**src/rtl/life_loader.sv**
```systemverilog
// life_loader: turns UART bytes into a serial seed stream for the Life torus, sequences
// generation steps and dumps each generation to text video RAM. Optional macro LIFE_STATS_EN.
module life_loader #(
  parameter int          TORUS_WIDTH  = 32,
  parameter int          TORUS_HEIGHT = 16,
  parameter int          STEP_FRAMES  = 20,
  parameter int          COL_OFFSET   = 4,
  parameter int          ROW_SHIFT    = 7,
  parameter logic [15:0] CHAR_LIVE    = 16'h4f2a,
  parameter logic [15:0] CHAR_DEAD    = 16'h1f30
) (
  input  logic        clk,
  input  logic        rst_n,
  input  logic [7:0]  rx_byte,
  input  logic        rx_ready,
  input  logic        vsync,
  input  logic        load_n,
  input  logic        pause_n,
  input  logic        step_n,
  input  logic        torus_last,
  output logic        seed,
  output logic        seed_ena,
  output logic        life_step,
  output logic [15:0] wdata,
  output logic [12:0] waddr,
  output logic        wr,
  output logic        busy,
  output logic        rx_overrun,
  output logic [15:0] gen_count,
  output logic [15:0] pop_count
);

  localparam int N     = TORUS_WIDTH * TORUS_HEIGHT;
  localparam int IDX_W = $clog2(N);
  localparam int COL_W = $clog2(TORUS_WIDTH);
  localparam int FR_W  = (STEP_FRAMES > 1) ? $clog2(STEP_FRAMES) : 1;
  localparam logic [IDX_W-1:0] CELL_LAST  = IDX_W'(N - 1);
  localparam logic [COL_W-1:0] COL_LAST   = COL_W'(TORUS_WIDTH - 1);
  localparam logic [FR_W-1:0]  FRAME_LAST = FR_W'(STEP_FRAMES - 1);

  typedef enum logic [2:0] {S_IDLE, S_LOAD, S_PAD, S_STEP, S_DUMP} state_t;

  state_t           state_reg, state_next;
  logic [2:0]       vsync_sync_reg, rx_sync_reg;
  logic [2:0]       btn_sh_reg [3];
  logic [2:0]       btn_pins;
  logic [FR_W-1:0]  frame_reg;
  logic [7:0]       hold_reg;
  logic             hold_full_reg;
  logic             overrun_reg;
  logic [IDX_W-1:0] cell_reg, cell_next;
  logic             pad_board_reg, pad_board_next;

  logic vs_rise, rx_rise, load_f, pause_f, step_press, due;
  logic emit, emit_val, consume, clear, dump, capture;
  logic cell_last, col_last;
  logic [COL_W-1:0] col;
  logic [12:0] row_a, col_a;

  always_ff @(posedge clk or negedge rst_n) begin
    if (!rst_n) begin
      vsync_sync_reg <= '0;
      rx_sync_reg    <= '0;
    end else begin
      vsync_sync_reg <= {vsync_sync_reg[1:0], vsync};
      rx_sync_reg    <= {rx_sync_reg[1:0], rx_ready};
    end
  end

  assign vs_rise = vsync_sync_reg[1] & ~vsync_sync_reg[2];
  assign rx_rise = rx_sync_reg[1] & ~rx_sync_reg[2];

  // Buttons are debounced by sampling once per frame: index 0 load, 1 pause, 2 step.
  assign btn_pins = {step_n, pause_n, load_n};
  generate
    for (genvar gi = 0; gi < 3; gi++) begin : g_btn
      always_ff @(posedge clk or negedge rst_n) begin
        if (!rst_n)
          btn_sh_reg[gi] <= 3'b111;
        else if (vs_rise)
          btn_sh_reg[gi] <= {btn_sh_reg[gi][1:0], btn_pins[gi]};
      end
    end
  endgenerate

  assign load_f     = btn_sh_reg[0][2];
  assign pause_f    = btn_sh_reg[1][2];
  assign step_press = vs_rise & btn_sh_reg[2][2] & ~btn_sh_reg[2][1];
  assign due        = vs_rise && (frame_reg == FRAME_LAST);

  always_ff @(posedge clk or negedge rst_n) begin
    if (!rst_n)
      frame_reg <= '0;
    else if (vs_rise)
      frame_reg <= (frame_reg == FRAME_LAST) ? '0 : frame_reg + FR_W'(1);
  end

  assign col       = cell_reg[COL_W-1:0];
  assign col_last  = (col == COL_LAST);
  assign cell_last = (cell_reg == CELL_LAST);
  assign dump      = (state_reg == S_DUMP);

  always_comb begin
    state_next     = state_reg;
    pad_board_next = pad_board_reg;
    emit           = 1'b0;
    emit_val       = 1'b0;
    consume        = 1'b0;
    clear          = 1'b0;
    case (state_reg)
      S_LOAD: begin
        if (hold_full_reg) begin
          consume = 1'b1;
          case (hold_reg)
            8'h2A: begin emit = 1'b1; emit_val = 1'b1; end
            8'h2D: emit = 1'b1;
            8'h0A: if (col != '0) begin
              state_next     = S_PAD;
              pad_board_next = 1'b0;
            end
            8'h21: if (cell_reg != '0) begin
              state_next     = S_PAD;
              pad_board_next = 1'b1;
            end
            default: ;
          endcase
        end else if (load_f) begin
          state_next = S_IDLE;
        end
      end
      S_PAD: begin
        emit = 1'b1;
        if (pad_board_reg ? cell_last : col_last)
          state_next = S_LOAD;
      end
      S_IDLE: begin
        if (!load_f) begin
          state_next = S_LOAD;
          clear      = 1'b1;
        end else if ((due && pause_f) || (step_press && !pause_f)) begin
          state_next = S_STEP;
        end
      end
      S_STEP: state_next = S_DUMP;
      S_DUMP: if (cell_last) state_next = S_IDLE;
      default: state_next = S_IDLE;
    endcase
  end

  // The same cell counter addresses loading and the full-torus dump.
  always_comb begin
    cell_next = cell_reg;
    if (clear || state_reg == S_STEP)
      cell_next = '0;
    else if (emit || dump)
      cell_next = cell_reg + IDX_W'(1);
  end

  always_ff @(posedge clk or negedge rst_n) begin
    if (!rst_n) begin
      state_reg     <= S_IDLE;
      cell_reg      <= '0;
      pad_board_reg <= 1'b0;
    end else begin
      state_reg     <= state_next;
      cell_reg      <= cell_next;
      pad_board_reg <= pad_board_next;
    end
  end

  assign capture = rx_rise && (state_reg == S_LOAD || state_reg == S_PAD);

  always_ff @(posedge clk or negedge rst_n) begin
    if (!rst_n) begin
      hold_reg      <= '0;
      hold_full_reg <= 1'b0;
      overrun_reg   <= 1'b0;
    end else begin
      if (capture && (!hold_full_reg || consume)) begin
        hold_reg      <= rx_byte;
        hold_full_reg <= 1'b1;
      end else if (consume) begin
        hold_full_reg <= 1'b0;
      end
      if (clear)
        overrun_reg <= 1'b0;
      else if (capture && hold_full_reg && !consume)
        overrun_reg <= 1'b1;
    end
  end

  assign row_a     = 13'(cell_reg >> COL_W);
  assign col_a     = 13'(col);
  assign waddr     = (row_a << ROW_SHIFT) + col_a + 13'(COL_OFFSET);
  assign seed_ena  = emit | dump;
  assign seed      = dump ? torus_last : emit_val;
  assign wr        = seed_ena;
  assign wdata     = seed ? CHAR_LIVE : CHAR_DEAD;
  assign life_step = (state_reg == S_STEP);
  assign busy      = (state_reg == S_PAD) || (state_reg == S_STEP) || dump;
  assign rx_overrun = overrun_reg;

`ifdef LIFE_STATS_EN
  logic [15:0] gen_reg, pop_reg, pop_acc_reg;

  always_ff @(posedge clk or negedge rst_n) begin
    if (!rst_n) begin
      gen_reg     <= '0;
      pop_reg     <= '0;
      pop_acc_reg <= '0;
    end else if (clear) begin
      gen_reg <= '0;
      pop_reg <= '0;
    end else if (state_reg == S_STEP) begin
      gen_reg     <= gen_reg + 16'd1;
      pop_acc_reg <= '0;
    end else if (dump) begin
      pop_acc_reg <= pop_acc_reg + 16'(torus_last);
      if (cell_last)
        pop_reg <= pop_acc_reg + 16'(torus_last);
    end
  end

  assign gen_count = gen_reg;
  assign pop_count = pop_reg;
`else
  assign gen_count = 16'd0;
  assign pop_count = 16'd0;
`endif

endmodule

```
**config.mk**
```make
export PLATFORM = sky130hd
export DESIGN_NAME = life_loader
export DESIGN_NICKNAME = d
export VERILOG_FILES = /design/src/rtl/life_loader.sv
export SDC_FILE = /design/constraint.sdc
export NUM_CORES = 1
export LEC_CHECK = 0
export BUFFER_PORTS_ARGS = -buffer_cell sky130_fd_sc_hd__buf_4
export CAP_MARGIN = 30
export CORE_ASPECT_RATIO = 1.25
export CORE_MARGIN = 1
export CORE_UTILIZATION = 40
export DETAILED_ROUTE_END_ITERATION = 6
export HOLD_SLACK_MARGIN = 0.05
export PLACE_DENSITY = 0.74
export SLEW_MARGIN = 30
export SYNTH_ARGS = -nofsm -noshare
export SYNTH_HDL_FRONTEND = slang
export SYNTH_SLANG_ARGS = --single-unit
```
**constraint.sdc**
```tcl
create_clock -name clk -period 1.7 [get_ports clk]
set_input_delay 0.17 -clock clk [delete_from_list [all_inputs] [get_ports clk]]
set_output_delay 0.17 -clock clk [all_outputs]
set_load 0.05 [all_outputs]
```
* Yosys cells after proc, flatten, opt, wreduce, memory -nomap -nowiden
Cells that the tools add are included. W data, S select, Z words.
Word-level totals: bits in registers 43, input bits 16, output and inout port bits 67, logic and storage cells 104
Cells by class: add/subtract/negate cells 4, eq/ne operators 20, muxes and demuxes 33, bitwise logic cells 8, reductions and logical operators 27
Operator list (number):
- $eq A8 B6 Y1 const B | 3
- $mux W3 | 8
- $mux W9 | 2
- $mux W1 | 17
- $mux W15 | 1
- $pmux W3 S5 | 1
- $add A12 B3 Y13 const B | 1
- $add A11 B5 Y12 | 1
- $eq A5 B5 Y1 const B | 2
- $add A9 B1 Y9 const B | 1
- $eq A9 B9 Y1 const B | 1
- $reduce_bool A9 Y1 | 1
- $eq A8 B4 Y1 const B | 1
- $ne A4 B4 Y1 const B | 2
- $reduce_bool A2 Y1 | 4
- $logic_and A1 B1 Y1 | 7
- $logic_or A1 B1 Y1 | 7
- $reduce_and A7 Y1 | 1
- $eq A3 B2 Y1 const B | 2
- $ne A2 B2 Y1 const B | 3
- $ne A3 B3 Y1 const B | 2
- $pmux W3 S2 | 1
- $add A5 B1 Y5 const B | 1
- $mux W5 | 1
- other kinds (13) | 21

* Longest topological paths before layout
Gate-level depths: netlist of the first run.
depth after elaboration 9, mapped depth 9, depth with buffers taken out 9

* Least setup slack after synthesis of the first run
No wires, ideal clock.
path kind register -> output, start point reg state_reg[1], end point out wdata[14], arrival time 2.666 ns, data required time 1.530 ns, setup slack -1.136 ns, stages on the path, launching flop included 7, path buffers 2, cells stage by stage dfrtp_1 -> clkbuf_1 -> nor2_1 -> and2_1 -> a32oi_1 -> inv_1 -> buf_4
On the way: cells in the longest elaborated chain, start to end 4, elaborated cells between the ends (all ways) 5, those cells by class eq/ne (2); mux (3)
Ends and longest elaborated chain:
- start: declaration | RTL line 43 | state_t state_reg, state_next;
- start signal: assignment | RTL line 165 | state_reg <= state_next;
- $eq A3 B1 Y1 | RTL line 110 | case (state_reg)
- $mux W1 | RTL line 110
- $mux W1 (*) | RTL line 196 | assign seed = dump ? torus_last : emit_val;
- via seed | RTL line 21 | output logic seed,
- $mux W15 (*) | RTL line 198 | assign wdata = seed ? CHAR_LIVE : CHAR_DEAD;
- end: declaration | RTL line 24 | output logic [15:0] wdata,
Mark *: on every way through the listed nets, which the timed path passes. The rest lies on a longest branch.

* Worst setup path in the final report of the first run
start point reg state_reg[1], end point out seed_ena
On the way: cells in the longest elaborated chain, start to end 3, elaborated cells between the ends (all ways) 5, those cells by class eq/ne (3); mux (1); bitwise (1)
Ends and longest elaborated chain:
- $eq A3 B2 Y1 / $eq A3 B1 Y1 (equally long branches) | RTL line 110
- $pmux W1 S2 | RTL line 110
- $or A1 B1 Y1 (*) | RTL line 195 | assign seed_ena = emit | dump;
- end: declaration | RTL line 22 | output logic seed_ena,
Mark *: on every way between the ends. The rest lies on a longest branch, timed or not.

==> results of run 1 <==
-- worst max-delay path: stages (launching register included) --
cell and delay, ns:
dfrtp_1 0.38, and4bb_1 0.30, nand3_2 0.12, o32a_1 0.36
clkinv_4 0.10, buf_8 0.15
-- synth_stat cells, types with 3 or more instances --
master    number
xnor2_1        3
o31ai_1        3
mux2i_1        9
clkbuf_1       6
nand3_1        5
o21ai_1        5
o21ai_0        6
dfrtp_1       34
mux2_2        17
buf_4         57
ha_1           7
dfstp_2        9
nand2_1       23
nor3_1         3
nor2b_1        5
and2_1         5
inv_1         12
nor2_1        14
-- final timing paths --
kind,slack (ns),depth (start not counted),to,startpoint
max,-0.20,5,seed_ena,state_reg[1]
min,0.09,2,hold_reg[3],rx_byte[3]
max reg2reg,-0.06,9,state_reg[0],cell_reg[1]
min reg2reg,0.35,0,vsync_sync_reg[1],vsync_sync_reg[0]
max in group asynchronous,0.92,2,btn_sh_reg[2],rst_n
min in group asynchronous,0.41,2,frame_reg[2],rst_n
-- final cells by class --
cell class,count,area [um^2]
flip-flops and latches,43,1090
fillers,565,3030
inverters,13,53.8
clock buffers,7,119
well taps,85,106
repair buffers,64,549
clock inverters,1,7.51
multi-input cells,180,1210
-- kinds of logic (layout without fill, tap and decap cells) --
| family | count (synthesis) | after routing | share of synthesized area |
|---|---|---|---|
| AO/OA/AOI/OAI | 28 | 28 | 0.0736 |
| XOR/XNOR | 5 | 5 | 0.0172 |
| adder cells (fa/ha/maj) | 7 | 7 | 0.0343 |
| buffers and inverters | 77 | 85 | 0.201 |
| flip-flops | 43 | 43 | 0.426 |
| multiplexers | 26 | 26 | 0.110 |
| other | 2 | 46 | 0.00295 |
| AND/OR/NAND/NOR | 68 | 68 | 0.134 |
-- power breakdown --
group	total, mW	switching (mW)	leakage, nW	internal [mW]
logic	2.20	1.32	0.910	0.888
registers	1.60	0.256	0.518	1.34
clock network	0.842	0.374	0.0607	0.468
total	4.64	1.95	1.49	2.70
-- metal layers --
layer / share of wire / routed length (um) / global-route usage / up-vias
met5: 0 / 0 / 0 / -
met4: 0.027 / 127 / 0.0769 / 0
met3: 0.050 / 239 / 0.0355 / 10
met2: 0.54 / 2550 / 0.262 / 61
met1: 0.38 / 1820 / 0.158 / 873
li1: - / - / - / 852
-- what timing repair did --
item / CTS / global route
setup buffers: 5 / 5
setup endpoints to repair: 9 / 17
pin swaps: 1 / 1
hold buffers: 3 / 0
endpoints found under the hold margin: 36 / 0
resized for setup: 15 / 15
==> out/metrics.csv, run 1 <==
stage,metric,value,unit
routing,drt_iter0_drc,28,
synthesis,netlist-cell-type-count,43,
floorplan,fp.coreArea,6170,um^2
routing,dr_total_vias,1796,
clock_network,clkSinkCount,43,
timing,least_margin_pin_slew,0.545,ns
clock_network,clock_path_buffers,2,
synthesis,yosys_register_bits,43,
run,max_cap_violations,0,
grt,grtUsageTotal,0.147,
worst_setup_path,critPathCaptureType,output pin,
routing,first_pass_iters,6,
synthesis,ys_dominant_reg_cell,dfrtp_1,
floorplan,io_pins,83,
clock_network,ctsHtreeMaxLevel,2,
clock_network,worst_setup_hold_path_clk_slew,0.09,ns
grt,grt_first_pass_wirelength,7480,um
cells_and_area,final_common_cell,buf_4,
synthesis,synth_sequential_area_ratio,0.426,
floorplan,die_area,6700,um^2
timing,slew-limit-headroom,0.636,
grt,overflow,0,
synthesis,syn-cell-area,2550,um^2
place,placed_cell_area,2820,um^2
timing,finalSetupViolCount,14,
worst_setup_path,critical_path_peak_fanout,4,
worst_setup_path,worstSetupPathType,reg -> out,
clock_network,cts_root_buffer,clkbuf_8,
timing,unrepaired_setup_endpoints_after_global_routing,yes,
clock_network,tritoncts,built,
cells_and_area,area.growth.synth_to_final,22.9,%
synthesis,synth_edf_count,0,
grt,grt_max_degree,44,
timing,fin_worst_hold_slack,0.0922,ns
synthesis,synth_area_per_cell,9.96,um^2
clock_network,clkLatencyLatePin,0.30,ns
synthesis,yosys.area.top_type_share,0.334,
min_path,min_path_type,in -> reg,
synthesis,ys_async_sr_fraction,1.00,
timing,final.setup.worst_slack,-0.196,ns
cells_and_area,post_route_cells_drive_above_1_share,0.390,
timing,tns,-1.38,ns
synthesis,netlist.top_cell.by_area,dfrtp_1,
routing,vias_per_cell,4.57,
status,run_status,"finished, violations left",
timing,final.min_clock_period,1.90,ns
routing,wl_per_cell,12.1,um
routing,drc,0,
worst_setup_path,worst_setup_path_start_kind,register,
timing,final_hold_viol_count,0,
routing,ant_nets,0,
cells_and_area,final_nets,330,
status,failed_checks,setup timing,
clock_network,tritoncts.num_buffers,5,
worst_setup_path,worstPathRequired,1.53,ns
place,port_buffer_cells,36,
synthesis,synth_cells,256,
routing,finalWirelength,4740,um
cells_and_area,final-instance-count-excl-fill,393,
floorplan,placementRows,32,
floorplan,height_of_the_chip,91.3,um
cells_and_area,mostFrequentLayoutCells,"buf_4 (49), conb_1 (46), dfrtp_1 (34)",
synthesis,ys_warn_count,0,
power_and_ir_drop,ir_drop,1040,uV
place,post-place-cells,375,
synthesis,synth.area.top_cells,"dfrtp_1 (33%), buf_4 (17%), dfstp_2 (9.3%)",
cells_and_area,num_antenna_cells,0,
worst_setup_path,timing.critical_path.arrival,1.73,ns
grt,grt_antenna_before_repair,0,
timing,clock-skew-final,0.00656,ns
place,worst_slack_after_detailed_placement,-0.0737,ns
grt,via_count_of_the_first_global_routing_pass,1716,
power_and_ir_drop,power_leakage,1.49,nW
timing,post-route-period-util,1.12,
power_and_ir_drop,design_power_total,4.64,mW
cells_and_area,finish.utilization,0.508,
power_and_ir_drop,power.density_cell_area,1480,nW/um^2
place,finalWeightedCongestion,0.847,
timing,maxClockFrequency,0.527,GHz
cells_and_area,finalInstanceArea,3130,um^2
timing,slew_viol_final,0,
place,place.detailed.hpwl,3310,um
floorplan,starting_density,0.414,
floorplan,die_w,73.4,um
Note: power is estimated with default switching activity, not from simulation.
==> inputs of run 2 (changes only) <==
CELL_PAD_IN_SITES_DETAIL_PLACEMENT = 1   (was unset)
CELL_PAD_IN_SITES_GLOBAL_PLACEMENT = 1   (was unset)
CORE_UTILIZATION = 36   (was 40)
CTS_BUF_LIST = sky130_fd_sc_hd__clkbuf_2 sky130_fd_sc_hd__clkbuf_4 sky130_fd_sc_hd__clkbuf_8   (was unset)
PLACE_DENSITY = 0.85   (was 0.74)
SETUP_SLACK_MARGIN = 0.1   (was unset)
==> out/metrics.csv, run 2 (same netlist as run 1, synthesis figures left out) <==
stage,metric,value,unit,change
grt,grt_max_degree,44,,unchanged
floorplan,placementRows,33,,+3.1%
min_path,min_path_type,in -> reg,,
routing,dr_total_vias,1810,,+0.78%
power_and_ir_drop,power_leakage,1.52,nW,+2.1%
clock_network,clock_path_buffers,2,,unchanged
routing,met3WireLength,228,um,-4.6%
status,failed_checks,setup timing,,
status,run_status,"finished, violations left",,
cells_and_area,final_nets,331,,+0.30%
floorplan,die_w,77.3,um,+5.3%
worst_setup_path,critical_path_peak_fanout,3,,-1
grt,grt_antenna_before_repair,0,,unchanged
clock_network,cts_root_buffer,clkbuf_8,,
routing,drc,0,,unchanged
power_and_ir_drop,netSwitchingFraction,0.436,,+0.0173
routing,drt_iter0_drc,59,,+110%
worst_setup_path,critPathCaptureType,output pin,,
timing,slew_viol_final,0,,unchanged
worst_setup_path,worstSetupPathType,reg -> out,,
timing,final.min_clock_period,1.94,ns,+0.0398 ns
place,place.detailed.hpwl,3930,um,+19%
place,placed_cell_area,2810,um^2,-0.36%
cells_and_area,num_antenna_cells,0,,unchanged
clock_network,clkSinkCount,43,,unchanged
power_and_ir_drop,seqPwrFrac,0.345,,about the same
power_and_ir_drop,power_share_of_the_combinational_group,0.509,,+0.034
power_and_ir_drop,power.density_cell_area,1470,nW/um^2,-0.68%
timing,clock-skew-final,0.0107,ns,+0.00411 ns
floorplan,height_of_the_chip,96.1,um,+5.3%
grt,grtUsageTotal,0.165,,+0.0178
timing,finalSetupViolCount,18,,+4
routing,finalWirelength,5820,um,+23%
timing,final_hold_viol_count,0,,unchanged
power_and_ir_drop,cell_internal_pwr,2.63,mW,-2.6%
timing,unrepaired_setup_endpoints_after_global_routing,yes,,
cells_and_area,final_common_cell,buf_4,,
routing,top_signal_layer_used,met4,,
power_and_ir_drop,power.switching,2.04,mW,+4.6%
cells_and_area,post_route_cells_drive_above_1_share,0.430,,+0.0408
cells_and_area,area.growth.synth_to_final,24.3,%,
floorplan,die_area,7430,um^2,+11%
power_and_ir_drop,ir_drop,621,uV,-40%
routing,met2_routed_wirelength,3160,um,+24%
place,port_buffer_cells,36,,unchanged
timing,least_margin_pin_slew,0.555,ns,+0.00959 ns
routing,wl_met1,2340,um,+29%
worst_setup_path,worstPathRequired,1.53,ns,about the same
clock_network,worst_setup_hold_path_clk_slew,0.08,ns,about the same
clock_network,ctsHtreeMaxLevel,2,,unchanged
clock_network,clkLatencyLatePin,0.30,ns,about the same
worst_setup_path,timing.critical_path.arrival,1.77,ns,+0.04 ns
timing,post-route-period-util,1.14,,+0.0234
worst_setup_path,r2r_slack,-0.17,ns,-0.11 ns
cells_and_area,mostFrequentLayoutCells,"buf_4 (48), conb_1 (46), dfrtp_1 (34)",,
routing,first_pass_iters,4,,-2
grt,grt_first_pass_wirelength,9410,um,+26%
run,max_cap_violations,0,,unchanged
floorplan,starting_density,0.381,,-0.0323
floorplan,io_pins,83,,unchanged
power_and_ir_drop,clockPowerShare,0.146,,-0.035
floorplan,fp.coreArea,6690,um^2,+8.5%
clock_network,tritoncts.num_buffers,5,,unchanged
timing,final.setup.worst_slack,-0.236,ns,-0.0398 ns
timing,slew-limit-headroom,0.630,,-0.00640
cells_and_area,finish.utilization,0.474,,-0.0345
routing,ant_nets,0,,unchanged
grt,overflow,0,,unchanged
grt,via_count_of_the_first_global_routing_pass,1920,,+12%
routing,vias_per_cell,4.57,,about the same
cells_and_area,finalInstanceArea,3170,um^2,+1.1%
place,finalWeightedCongestion,0.795,,-6.1%
timing,maxClockFrequency,0.516,GHz,-2.1%
worst_setup_path,worst_setup_path_start_kind,register,,
routing,wl_per_cell,14.7,um,+22%
clock_network,tritoncts,built,,
## run 2: area by class of cell
type | instances | area [um^2]
clock buffer | 8 | 91.3
fill | 771 | 3520
inverter | 13 | 56.3
multi-input combinational | 180 | 1260
sequential | 43 | 1090
tap | 87 | 109
timing repair buffer | 65 | 564
## run 2: worst paths after layout
path / start / endpoint / cells after the start
setup / recovery: state_reg[1] / wr / 5
hold / removal: rx_byte[7] / hold_reg[7] / 2
hold reg to reg: vsync_sync_reg[0] / vsync_sync_reg[1] / 0
min in group asynchronous: rst_n / rx_sync_reg[2] / 2
setup reg to reg: state_reg[1] / cell_reg[3] / 8
max in group asynchronous: rst_n / btn_sh_reg[2] / 2
## run 2: layer usage
| layer | global-route usage | vias to the layer above |
|---|---|---|
| li1 | - | 864 |
| met1 | 0.187 | 888 |
| met2 | 0.303 | 47 |
| met3 | 0.0445 | 11 |
| met4 | 0.0503 | 0 |
| met5 | 0 | - |
## run 2: critical path: stages (launching register included)
cell      delay, ns
dfrtp_1        0.39
and4bb_1       0.33
nand3_2        0.11
o32a_1         0.37
clkinv_4       0.11
buf_8          0.15
## run 2: timing repair
item | in CTS | in global routing
endpoints found under the hold margin | 36 | 0
pin swaps | 5 | 10
setup endpoints to repair | 18 | 30
buffers inserted | 8 | 4
hold buffers | 3 | 0
gates resized for setup | 18 | 30
## run 2: power groups by stage
| stage | clock network, mW | logic [mW] | registers [mW] |
|---|---|---|---|
| 6_report | 0.683 | 2.37 | 1.61 |
| 5_1_grt | 0.739 | 2.57 | 1.65 |
| 4_1_cts | 0.702 | 2.18 | 1.60 |
| 3_5_place_dp | 0 | 1.98 | 1.62 |
| 3_3_place_gp | 0 | 1.90 | 1.59 |
| 2_1_floorplan | 0 | 1.62 | 1.59 |
## run 2: stage by stage
step / setup TNS, ns / instances / hold slack, ns / total power, mW / setup WS (ns)
floorplan: -1.29 / 300 / -0.126 / 3.21 / -0.396
global placement: -0.0285 / 375 / 0.189 / 3.49 / -0.0285
detailed placement: -0.189 / 375 / 0.195 / 3.60 / -0.0779
CTS: -2.41 / 394 / 0.0991 / 4.49 / -0.243
global route: -3.77 / 396 / 0.0897 / 4.96 / -0.297
finish: -2.37 / 396 / 0.103 / 4.66 / -0.236
